<file path="src/rtl/sata_axil_cmd_master.sv">
`default_nettype none
// ============================================================================
// Module      : sata_axil_cmd_master
// Description : AXI4-Lite master that turns single-beat register commands into
//               AXI4-Lite read/write transactions toward the SATA control-
//               register slave. One transaction is in flight at a time; a
//               watchdog aborts transactions that stall.
// Revision    : 1.0 - initial release
// ============================================================================
module sata_axil_cmd_master #(
    parameter int AXI_DATA_WIDTH = 32,
    parameter int AXI_ADDR_WIDTH = 5,
    parameter int TIMEOUT_CYCLES = 1024
) (
    input  logic                        clk,
    input  logic                        rst,
    // command channel
    input  logic                        cmd_valid,
    output logic                        cmd_ready,
    input  logic                        cmd_write,
    input  logic [AXI_ADDR_WIDTH-1:0]   cmd_addr,
    input  logic [AXI_DATA_WIDTH-1:0]   cmd_wdata,
    input  logic [AXI_DATA_WIDTH/8-1:0] cmd_wstrb,
    // response channel
    output logic                        rsp_valid,
    input  logic                        rsp_ready,
    output logic [AXI_DATA_WIDTH-1:0]   rsp_rdata,
    output logic [1:0]                  rsp_resp,
    output logic                        rsp_timeout,
    // AXI4-Lite write address
    output logic [AXI_ADDR_WIDTH-1:0]   m_axi_awaddr,
    output logic [2:0]                  m_axi_awprot,
    output logic                        m_axi_awvalid,
    input  logic                        m_axi_awready,
    // AXI4-Lite write data
    output logic [AXI_DATA_WIDTH-1:0]   m_axi_wdata,
    output logic [AXI_DATA_WIDTH/8-1:0] m_axi_wstrb,
    output logic                        m_axi_wvalid,
    input  logic                        m_axi_wready,
    // AXI4-Lite write response
    input  logic [1:0]                  m_axi_bresp,
    input  logic                        m_axi_bvalid,
    output logic                        m_axi_bready,
    // AXI4-Lite read address
    output logic [AXI_ADDR_WIDTH-1:0]   m_axi_araddr,
    output logic [2:0]                  m_axi_arprot,
    output logic                        m_axi_arvalid,
    input  logic                        m_axi_arready,
    // AXI4-Lite read data
    input  logic [AXI_DATA_WIDTH-1:0]   m_axi_rdata,
    input  logic [1:0]                  m_axi_rresp,
    input  logic                        m_axi_rvalid,
    output logic                        m_axi_rready
);

    localparam int c_strb_w = AXI_DATA_WIDTH / 8;
    // Counter only needs to reach TIMEOUT_CYCLES; keep at least one bit so a
    // disabled watchdog still elaborates.
    localparam int c_wd_w = (TIMEOUT_CYCLES < 2) ? 1 : $clog2(TIMEOUT_CYCLES + 1);
    localparam logic c_wd_en = (TIMEOUT_CYCLES != 0);
    localparam logic [c_wd_w-1:0] c_wd_last =
        (TIMEOUT_CYCLES == 0) ? '0 : c_wd_w'(TIMEOUT_CYCLES - 1);

    localparam logic [1:0] c_resp_slverr = 2'b10;

    localparam logic [2:0] c_st_idle = 3'd0;
    localparam logic [2:0] c_st_wr   = 3'd1;
    localparam logic [2:0] c_st_wb   = 3'd2;
    localparam logic [2:0] c_st_ra   = 3'd3;
    localparam logic [2:0] c_st_rd   = 3'd4;
    localparam logic [2:0] c_st_rsp  = 3'd5;

    logic [2:0]                r_state,       w_state;
    logic [AXI_ADDR_WIDTH-1:0] r_addr,        w_addr;
    logic [AXI_DATA_WIDTH-1:0] r_wdata,       w_wdata;
    logic [c_strb_w-1:0]       r_wstrb,       w_wstrb;
    logic                      r_awvalid,     w_awvalid;
    logic                      r_wvalid,      w_wvalid;
    logic                      r_bready,      w_bready;
    logic                      r_arvalid,     w_arvalid;
    logic                      r_rready,      w_rready;
    logic                      r_cmd_ready,   w_cmd_ready;
    logic                      r_rsp_valid,   w_rsp_valid;
    logic [AXI_DATA_WIDTH-1:0] r_rsp_rdata,   w_rsp_rdata;
    logic [1:0]                r_rsp_resp,    w_rsp_resp;
    logic                      r_rsp_timeout, w_rsp_timeout;
    logic [c_wd_w-1:0]         r_wd,          w_wd;

    logic w_busy;
    logic w_done;
    logic w_expire;

    // Next-state and next-output logic; every output is registered from these.
    always_comb begin
        w_state       = r_state;
        w_addr        = r_addr;
        w_wdata       = r_wdata;
        w_wstrb       = r_wstrb;
        w_awvalid     = r_awvalid;
        w_wvalid      = r_wvalid;
        w_bready      = r_bready;
        w_arvalid     = r_arvalid;
        w_rready      = r_rready;
        w_cmd_ready   = r_cmd_ready;
        w_rsp_valid   = r_rsp_valid;
        w_rsp_rdata   = r_rsp_rdata;
        w_rsp_resp    = r_rsp_resp;
        w_rsp_timeout = r_rsp_timeout;
        w_wd          = r_wd;

        w_busy = (r_state == c_st_wr) || (r_state == c_st_wb) ||
                 (r_state == c_st_ra) || (r_state == c_st_rd);
        // A completing B/R handshake beats a watchdog expiry in the same cycle.
        w_done = ((r_state == c_st_wb) && m_axi_bvalid) ||
                 ((r_state == c_st_rd) && m_axi_rvalid);
        w_expire = c_wd_en && w_busy && (r_wd == c_wd_last);

        if (w_busy && (r_wd != '1)) begin
            w_wd = r_wd + 1'b1;
        end

        case (r_state)
            c_st_idle: begin
                if (cmd_valid && r_cmd_ready) begin
                    w_addr      = cmd_addr;
                    w_wdata     = cmd_wdata;
                    w_wstrb     = cmd_wstrb;
                    w_cmd_ready = 1'b0;
                    w_wd        = '0;
                    if (cmd_write) begin
                        w_state   = c_st_wr;
                        w_awvalid = 1'b1;
                        w_wvalid  = 1'b1;
                    end else begin
                        w_state   = c_st_ra;
                        w_arvalid = 1'b1;
                    end
                end
            end
            c_st_wr: begin
                // AW and W retire independently, in any order.
                w_awvalid = r_awvalid & ~m_axi_awready;
                w_wvalid  = r_wvalid & ~m_axi_wready;
                if (!w_awvalid && !w_wvalid) begin
                    w_state  = c_st_wb;
                    w_bready = 1'b1;
                end
            end
            c_st_wb: begin
                if (m_axi_bvalid) begin
                    w_bready      = 1'b0;
                    w_rsp_valid   = 1'b1;
                    w_rsp_rdata   = '0;
                    w_rsp_resp    = m_axi_bresp;
                    w_rsp_timeout = 1'b0;
                    w_state       = c_st_rsp;
                end
            end
            c_st_ra: begin
                if (m_axi_arready) begin
                    w_arvalid = 1'b0;
                    w_rready  = 1'b1;
                    w_state   = c_st_rd;
                end
            end
            c_st_rd: begin
                if (m_axi_rvalid) begin
                    w_rready      = 1'b0;
                    w_rsp_valid   = 1'b1;
                    w_rsp_rdata   = m_axi_rdata;
                    w_rsp_resp    = m_axi_rresp;
                    w_rsp_timeout = 1'b0;
                    w_state       = c_st_rsp;
                end
            end
            c_st_rsp: begin
                if (rsp_ready) begin
                    w_rsp_valid = 1'b0;
                    w_cmd_ready = 1'b1;
                    w_state     = c_st_idle;
                end
            end
            default: begin
                w_awvalid   = 1'b0;
                w_wvalid    = 1'b0;
                w_bready    = 1'b0;
                w_arvalid   = 1'b0;
                w_rready    = 1'b0;
                w_rsp_valid = 1'b0;
                w_cmd_ready = 1'b1;
                w_state     = c_st_idle;
            end
        endcase

        // Watchdog abort: release the bus and report a synthetic SLVERR.
        if (w_expire && !w_done) begin
            w_awvalid     = 1'b0;
            w_wvalid      = 1'b0;
            w_bready      = 1'b0;
            w_arvalid     = 1'b0;
            w_rready      = 1'b0;
            w_rsp_valid   = 1'b1;
            w_rsp_rdata   = '0;
            w_rsp_resp    = c_resp_slverr;
            w_rsp_timeout = 1'b1;
            w_state       = c_st_rsp;
        end
    end

    // State register.
    always_ff @(posedge clk or posedge rst) begin
        if (rst) begin
            r_state <= c_st_idle;
        end else begin
            r_state <= w_state;
        end
    end

    // Payload, handshake and response registers.
    always_ff @(posedge clk or posedge rst) begin
        if (rst) begin
            r_addr        <= '0;
            r_wdata       <= '0;
            r_wstrb       <= '0;
            r_awvalid     <= 1'b0;
            r_wvalid      <= 1'b0;
            r_bready      <= 1'b0;
            r_arvalid     <= 1'b0;
            r_rready      <= 1'b0;
            r_cmd_ready   <= 1'b1;
            r_rsp_valid   <= 1'b0;
            r_rsp_rdata   <= '0;
            r_rsp_resp    <= 2'b00;
            r_rsp_timeout <= 1'b0;
            r_wd          <= '0;
        end else begin
            r_addr        <= w_addr;
            r_wdata       <= w_wdata;
            r_wstrb       <= w_wstrb;
            r_awvalid     <= w_awvalid;
            r_wvalid      <= w_wvalid;
            r_bready      <= w_bready;
            r_arvalid     <= w_arvalid;
            r_rready      <= w_rready;
            r_cmd_ready   <= w_cmd_ready;
            r_rsp_valid   <= w_rsp_valid;
            r_rsp_rdata   <= w_rsp_rdata;
            r_rsp_resp    <= w_rsp_resp;
            r_rsp_timeout <= w_rsp_timeout;
            r_wd          <= w_wd;
        end
    end

    assign cmd_ready     = r_cmd_ready;
    assign rsp_valid     = r_rsp_valid;
    assign rsp_rdata     = r_rsp_rdata;
    assign rsp_resp      = r_rsp_resp;
    assign rsp_timeout   = r_rsp_timeout;

    assign m_axi_awaddr  = r_addr;
    assign m_axi_awprot  = 3'b000;
    assign m_axi_awvalid = r_awvalid;
    assign m_axi_wdata   = r_wdata;
    assign m_axi_wstrb   = r_wstrb;
    assign m_axi_wvalid  = r_wvalid;
    assign m_axi_bready  = r_bready;
    assign m_axi_araddr  = r_addr;
    assign m_axi_arprot  = 3'b000;
    assign m_axi_arvalid = r_arvalid;
    assign m_axi_rready  = r_rready;

endmodule
`default_nettype wire

</file>
<file path="config.mk">
export PLATFORM = sky130hd
export DESIGN_NAME = sata_axil_cmd_master
export DESIGN_NICKNAME = d
export VERILOG_FILES = /design/src/rtl/sata_axil_cmd_master.sv
export SDC_FILE = /design/constraint.sdc
export NUM_CORES = 1
export LEC_CHECK = 0
export BUFFER_PORTS_ARGS = -buffer_cell sky130_fd_sc_hd__clkbuf_2
export CORE_MARGIN = 4
export CORE_UTILIZATION = 49
export CTS_BUF_LIST = sky130_fd_sc_hd__clkbuf_8
export DETAILED_ROUTE_END_ITERATION = 6
export GPL_TIMING_DRIVEN = 0
export PLACE_DENSITY = 0.84
export SKIP_CTS_REPAIR_TIMING = 1
export SYNTH_ARGS = -nofsm -noshare
export SYNTH_HDL_FRONTEND = slang
export SYNTH_SLANG_ARGS = --single-unit
</file>
<file path="constraint.sdc">
create_clock -name clk -period 3.9 [get_ports clk]
set_clock_uncertainty 0.05 [all_clocks]
set_input_delay 0.78 -clock clk [delete_from_list [all_inputs] [get_ports clk]]
set_output_delay 0.78 -clock clk [all_outputs]
set_load 0.02 [all_outputs]
</file>
# After elaboration in Yosys (flattened, before gate mapping)
# Cells that the tools add are included.
totals:
  input_bits: 87
  output_inout_bits: 94
  reg_bits: 97
  wordCells: 123
op_classes:
  mux: 49
  bitwise: 5
  n_reduce_logical: 31
  n_addsub: 1
  n_eq_ne: 22
op_table:
  columns: ["cell", "n"]
  rows:
  - ["32-bit 2-to-1 mux", 3]
  - ["32-bit case mux with 2 select lines", 1]
  - ["11-bit 2-to-1 mux", 3]
  - ["1-bit 2-to-1 mux", 21]
  - ["3-bit 2-to-1 mux", 7]
  - ["4-bit OR reduction", 5]
  - ["1-bit case mux with 3 select lines", 6]
  - ["3-bit case mux with 6 select lines", 1]
  - ["3-bit AND reduction", 5]
  - ["3-bit != test, second input constant", 4]
  - ["11-bit by 1-bit adder with 11-bit output, second input constant", 1]
  - ["11-bit by 10-bit equality test with 1-bit output, second input constant", 1]
  - ["11-bit != test, second input constant", 1]
  - ["2-bit by 1-bit != test with 1-bit output, second input constant", 5]
  - ["3-bit by 2-bit != test with 1-bit output, second input constant", 3]
  - ["2-bit 2-to-1 mux", 4]
  - ["4-bit AND reduction", 2]
  - ["1-bit logical AND", 7]
  - ["3-bit by 2-bit equality test with 1-bit output, second input constant", 2]
  - ["3-bit equality test, second input constant", 2]
  - ["6-bit AND reduction", 1]
  - ["1-bit logical OR", 4]
  - ["2-bit != test, second input constant", 2]
  - ["1-bit case mux with 4 select lines", 1]
  - ["11 further kinds", 16]

# Logic depth before layout (Yosys ltp)
# Gate-level depths: netlist of the first run.
depth:
  ltp_word: 8
  depth_mapped: 7
  ltp_nobuf: 6

# Worst setup path before layout of the first run
# OpenSTA, ideal clock, no wires.
synth_timing:
  kind: "input-to-reg"
  startpoint: "input m_axi_bvalid"
  endpoint: "register r_rsp_rdata[10] (netlist: rsp_rdata[10])"
  cell_stages: 6
  path_buffers: 1
  path_slack_ps: 1999
  arrival_time_ps: 1730
  cell_sequence: "nand2b_1 a21oi_1 o211a_4 nor2_4 buf_6 a22o_1"
synth_via:
  elab_chain_len: 6
  elab_cells_between_ends: 9
synth_lines:
  columns: ["item", "line", "source"]
  rows:
  - ["start: declaration", "42", "input logic m_axi_bvalid,"]
  - ["1-bit logical AND", "114", "w_done = ((r_state == c_st_wb) && m_axi_bvalid) ||"]
  - ["1-bit logical OR", "114", null]
  - ["1-bit zero test", "196", "if (w_expire && !w_done) begin"]
  - ["1-bit logical AND", "196", null]
  - ["3-bit by 2-bit != test with 1-bit output (no source line) or 3-bit nonzero test (tied branches)", null, null]
  - ["3-bit AND reduction (no source line)", null, null]
  - ["end signal: assignment", "247", "r_rsp_rdata <= w_rsp_rdata;"]
  - ["end: declaration", "84", "logic [AXI_DATA_WIDTH-1:0] r_rsp_rdata, w_rsp_rdata;"]
# Parallel ways exist; a longest one is shown, timed or not.
# A chain may end at the register's enable or synchronous reset.

# Worst setup path after layout of the first run
layout_timing:
  startpoint: "register r_state[1]"
  endpoint: "register r_wdata[24] (netlist: m_axi_wdata[24])"
layout_via:
  elab_chain_len: 2
layout_lines:
  columns: ["item", "line", "source"]
  rows:
  - ["start: declaration", "73", "logic [2:0] r_state, w_state;"]
  - ["start signal: assignment", "213", "r_state <= c_st_idle;"]
  - ["start signal: assignment", "215", "r_state <= w_state;"]
  - ["3-bit zero test", "122", "case (r_state)"]
  - ["2-bit AND reduction (no source line)", null, null]
  - ["end signal: assignment", "238", "r_wdata <= w_wdata;"]
  - ["end: declaration", "75", "logic [AXI_DATA_WIDTH-1:0] r_wdata, w_wdata;"]
# No other way between the ends.

==> results of run 1 <==
==> cells in the mapped netlist (all sizes together), types with 2 or more instances <==
cell	instances	share of area (%)
nand4	2	0.30
dfrtp	96	58
nand3	4	0.48
mux2	42	11
xnor2	6	1.3
o21ai	6	0.73
nor3	7	0.85
a21oi	14	1.8
nor4	3	0.76
a22o	33	7.0
clkbuf	6	0.54
buf	22	4.0
mux2i	3	0.73
a21o	3	0.54
nor2	25	2.7
nor2b	6	0.91
inv	7	0.64
nand2	17	1.5
a31oi	2	0.30
nor3b	2	0.36
==> worst paths after layout <==
path / start / to / slack (ps)
worst max register to register: r_state[1] / m_axi_wdata[24] / 1780
min in group asynchronous: rst / m_axi_wdata[31] / 450
worst min register to register: m_axi_wdata[13] / m_axi_wdata[13] / 440
worst max-delay path: r_state[1] / m_axi_wdata[24] / 1780
worst min-delay path: m_axi_wdata[13] / m_axi_wdata[13] / 440
max in group asynchronous: rst / rsp_rdata[23] / 2710
==> power by group through the flow <==
stage	registers [mW]	logic [mW]	clock network [mW]
global route	1.69	1.93	0.810
detailed placement	1.66	1.79	0
finish	1.64	1.77	0.747
CTS	1.64	1.79	0.766
global placement	1.63	1.73	0
floorplan	2.01	0.822	0
==> registers in the layout (all words and copies together), names as in the netlist, 2 cells and up <==
name,flops
m_axi_araddr,5
r_wd,11
r_state,3
m_axi_wdata,32
rsp_rdata,32
m_axi_wstrb,4
rsp_resp,2
==> worst max-delay path: cells and delay by family (launching register included) <==
family / cells / cell delay (ps)
DFF: 1 / 490
muxes: 1 / 360
and+or+nand+nor: 2 / 630
buffers and inverters: 2 / 480
==> kinds of logic (layout without fill, tap and decap cells) <==
group                    after synthesis  count (layout)
AND/OR/NAND/NOR                       72              72
multiplexers                          45              45
other                                  1               6
flip-flops                            97              97
XOR/XNOR                               7               7
AO/OA/AOI/OAI                         69              69
buffers and inverters                 35             226
adder cells (fa/ha/maj)                1               1
==> routing by layer <==
layer  vias to the layer above  part of all wire [%]  track usage (%)
met5                         -                     0                0
met4                         0                   1.4            4.832
met3                        15                   9.7            6.254
met2                       146                    48            34.12
met1                      1549                    41            25.76
li1                       1539                     -                -
==> layout make-up <==
type / instances / area, µm² / area share, %
Tap cell: 105 / 131.4 / 2.423
Clock inverter: 6 / 97.59 / 1.800
Multi-Input combinational cell: 200 / 1513 / 27.90
Inverter: 7 / 28.78 / 0.5308
Sequential cell: 97 / 2429 / 44.80
Timing Repair Buffer: 175 / 898.4 / 16.57
Clock buffer: 10 / 137.6 / 2.539
Buffer: 28 / 186.4 / 3.439
==> stage by stage <==
stage               std cells  setup WS, ps  utilization [%]  hold slack (ps)
floorplan                 332         537.9                -            433.4
CTS                       628          1736            65.98            449.0
global placement          611        -402.6            62.75            418.8
finish                    628          1784            65.98            444.8
global route              628          1642            65.98            473.2
detailed placement        612          1686            63.12            424.6
==> metrics.yaml, run 1 <==
status:
  run_status: "finished, final reports clean"
critical_path:
  max_stage_delay_ps: 490
  cp_slowest_cell: "dfrtp_1"
  cp.required_ps: 4080
  cp_common_cell: "buf_2"
  crit_chain: "or3_1 -> buf_2 -> nor2_2 -> buf_2 -> mux2_1"
  rr_worst_depth: 5
  critPathMaxFanout: 10
  critPathKind: "reg2reg"
  cp_data_arrival_time_ps: 2300
  endpoint_kind: "flip-flop"
  startpoint_type: "flip-flop"
place:
  dp_hpwl_um: 7681
  io_buffers: 174
  routabilityCongestion: 0.8452
  place_area_um2: 5186
finish:
  layout_commonest_cell: "clkbuf_2"
  area_growth_pct: 31.10
  final_cell_mix: "clkbuf_2 (174), dfrtp_1 (96), mux2_1 (34)"
  final_nets: 606
  antennaDiodeCount: 0
  layout-drive-gt1-share_pct: 44.36
  fin_area_um2: 5421
  fillers: 629
floorplanning:
  start_util_pct: 50.33
  coreArea_um2: 8217
  rows: 33
  die_x_um: 99.87
  io_pins: 181
  dieArea_um2: 9973
  die_h_um: 99.87
detailed_routing:
  drc: 0
  drt-pass1-iter-count: 4
  wl_per_cell_um: 15.61
  routed_wirelength_um: 9803
  initialDrtViolationCount: 89
  via_count: 3249
  vias_per_cell: 5.174
  antenna_left: 0
yosys:
  synth-xor-area-share_pct: 1.483
  ys_ff_latch: 97
  synth_ff_type: "dfrtp_1"
  synth_edf_count: 0
  synth_top_family_by_area: "compound AO/OA/AOI/OAI gates"
  ys_types: 49
  syn_area_um2: 4135
  syn_avg_cell_area_um2: 12.65
  async_reset_ff_share_pct: 100.0
  yosys_warnings: 0
  synth-simple-area-share_pct: 8.986
  synth_cells: 327
  synthAdderAreaFrac_pct: 0.3026
  muxShareOfSynthArea_pct: 12.16
  synth_compound_area_share_pct: 13.10
  ys_seq_area_share_pct: 58.73
clocking:
  cts_tree: "yes"
  clockBufferDepth: 2
  insertion_delay_ps: 350
  root_buffer: "clkbuf_8"
  cts-htree-levels: 3
  path_clk_slew_ps: 100
  cts_sinks: 97
  numCtsBuffers: 9
power_and_ir_drop:
  p_leak_nw: 2.871
  p_total_mw: 4.161
  p_switching_mw: 1.664
  peakVddDrop_mv: 0.4823
  clkPwrFrac_pct: 18.0
  power_density_nw_per_um2: 767.6
  seqPwrFrac_pct: 39.5
  swShare_pct: 39.99
  combPwrFrac_pct: 42.5
  p_int_mw: 2.497
timing:
  rsz0062_at_grt: "false"
  fin_setup_tns_ps: 0
  hold_viol: 0
  drv_slew: 0
  slew_headroom_pct: 58.70
  fin_crit_ps: 2116
  setup_viol: 0
  fin_crit_sh_pct: 54.25
  max_freq_ghz: 0.4726
  worstMarginPinSlew_ps: 619.5
global_route:
  track_usage_pct: 20.28
  grt_pass1_vias: 3371
  antenna_found_initial: 0
  grt_max_degree: 51
  grt_pass1_wl_um: 16180
  grt-ovfl-total: 0
hold_path:
  holdPathStages: 1
  min_path_type: "reg2reg"
job:
  cap_viol_max_count: 0
No activity file was read; power rests on OpenSTA's default activity.
==> inputs of run 2 (changes only) <==
==> constraint.sdc (replaced) <==
create_clock -name clk -period 2 [get_ports clk]
set_clock_uncertainty 0.05 [all_clocks]
set_input_delay 0.4 -clock clk [delete_from_list [all_inputs] [get_ports clk]]
set_output_delay 0.4 -clock clk [all_outputs]
set_load 0.02 [all_outputs]
==> run 2 against run 1 <==
Setup slack lost 1700 ps. Maximum frequency grew 8.4%. Utilization grew 1.2 points. Highest routed layer unchanged.
==> metrics.yaml, run 2 (synthesis gave the netlist of run 1 again) <==
status:
  run_status: "finished, final reports clean"
detailed_routing:
  via_count: 3320
  drc: 0
  wl_per_cell_um: 15.57
  initialDrtViolationCount: 94
  antenna_left: 0
  routed_wirelength_um: 9904
  drt-pass1-iter-count: 4
  vias_per_cell: 5.220
clocking:
  root_buffer: "clkbuf_8"
  path_clk_slew_ps: 100
  cts-htree-levels: 3
  clockBufferDepth: 2
  cts_sinks: 97
  cts_tree: "yes"
  numCtsBuffers: 9
  insertion_delay_ps: 350
power_and_ir_drop:
  power_density_nw_per_um2: 1475
  p_leak_nw: 2.914
  peakVddDrop_mv: 0.7192
finish:
  fillers: 654
  layout_commonest_cell: "clkbuf_2"
  final_cells: 636
  final_nets: 615
  area_growth_pct: 33.49
  antennaDiodeCount: 0
  layout-drive-gt1-share_pct: 45.95
  register_area_um2: 2430
  final_cell_mix: "clkbuf_2 (175), dfrtp_1 (95), mux2_1 (34)"
  multi_input_area_um2: 1543
floorplanning:
  die_x_um: 99.87
  die_h_um: 99.87
  io_pins: 181
  rows: 33
  coreArea_um2: 8217
  start_util_pct: 50.33
  dieArea_um2: 9973
critical_path:
  critPathMaxFanout: 10
  rr_worst_depth: 5
  critPathKind: "reg2reg"
  crit_path_start: "r_state[1]"
  r2r_end: "m_axi_wdata[2]"
  cp_slowest_cell: "dfrtp_2"
  r2r_slack_ps: 50
  crit_chain: "or3_1 -> buf_2 -> nor2_4 -> buf_4 -> mux2_1"
  max_stage_delay_ps: 480
  cp.required_ps: 2180
  cp_data_arrival_time_ps: 2130
  timing.rr.start: "r_state[1]"
  endpoint_kind: "flip-flop"
  startpoint_type: "flip-flop"
global_route:
  grt-ovfl-total: 0
  antenna_found_initial: 0
  grt_max_degree: 44
  grt_pass1_wl_um: 16040
  track_usage_pct: 20.02
  grt_pass1_vias: 3394
timing:
  setup_viol: 0
  hold_viol: 0
  fin_crit_sh_pct: 97.60
  fin_setup_tns_ps: 0
  max_freq_ghz: 0.5123
  drv_slew: 0
  fin_crit_ps: 1952
  rsz0062_at_grt: "true"
place:
  io_buffers: 174
  dp.cells: 613
  routabilityCongestion: 0.8187
  dp_hpwl_um: 7683
hold_path:
  holdPathEnd: "m_axi_wdata[24]"
  holdPathStages: 2
  hold_start: "cmd_wdata[24]"
  min_path_type: "in2reg"
job:
  cap_viol_max_count: 0
[run 2: changes by cell type in the layout (fill, tap and decap cells not counted), moves of 2 or more]
cell / change
buf_12: +2
buf_2: -4
buf_4: +11
nor2_1: -2
nor4_2: -2
nor4_4: +2
[run 2: worst max-delay path, delay by kind of cell (launching register included)]
family,cells,cell delay (ps)
simple gates,2,570
flops,1,480
buf+inv,2,390
mux,1,340
[run 2: layout make-up]
type | instances | area share (%)
buffer | 28 | 3.581
clock buffer | 9 | 2.244
clock inverter | 6 | 1.655
inverter | 7 | 0.5440
multi-input combinational | 200 | 27.95
sequential | 97 | 44.02
tap | 105 | 2.380
timing repair buffer | 184 | 17.63
[run 2: stage by stage]
step	worst slack [ps]	utilization (%)	hold WS (ps)	total power, mW	instance area (µm²)
4_1_cts	-142.5	65.91	-67.79	8.094	5415
3_5_place_dp	-123.5	63.29	330.1	6.716	5200
2_1_floorplan	173.9	-	433.4	5.518	4158
3_3_place_gp	-176.3	62.80	415.9	6.556	5160
6_report	48.06	67.18	196.7	8.144	5520
5_1_grt	-22.72	67.18	186.6	8.643	5520
[run 2: worst max-delay path by stage]
stage	endpoint	slack, ps	cells past startpoint
after floorplan	m_axi_wstrb[1]	170	5
after global placement	rsp_rdata[22]	-180	2
after detailed placement	m_axi_wdata[19]	-120	5
after CTS	m_axi_wdata[12]	-140	5
after global routing	m_axi_wdata[2]	-20	5
final	m_axi_wdata[2]	50	5
[run 2: metal layers]
metal | wire (µm) | GRT usage [%] | up-vias | share of wire, %
met1 | 3921 | 24.22 | 1619 | 40
met3 | 817 | 4.864 | 14 | 8.2
li1 | - | - | 1551 | -
met2 | 5008 | 34.79 | 136 | 51
met5 | 0 | 0 | - | 0
met4 | 157 | 7.248 | 0 | 1.6
[run 2: where the power goes]
part / switching (mW) / internal (mW) / total, mW / leakage (nW)
combinational: 2.10 / 1.47 / 3.58 / 1.56
sequential: 0.479 / 2.72 / 3.19 / 1.24
clock: 0.670 / 0.704 / 1.37 / 0.110
total: 3.25 / 4.89 / 8.14 / 2.91
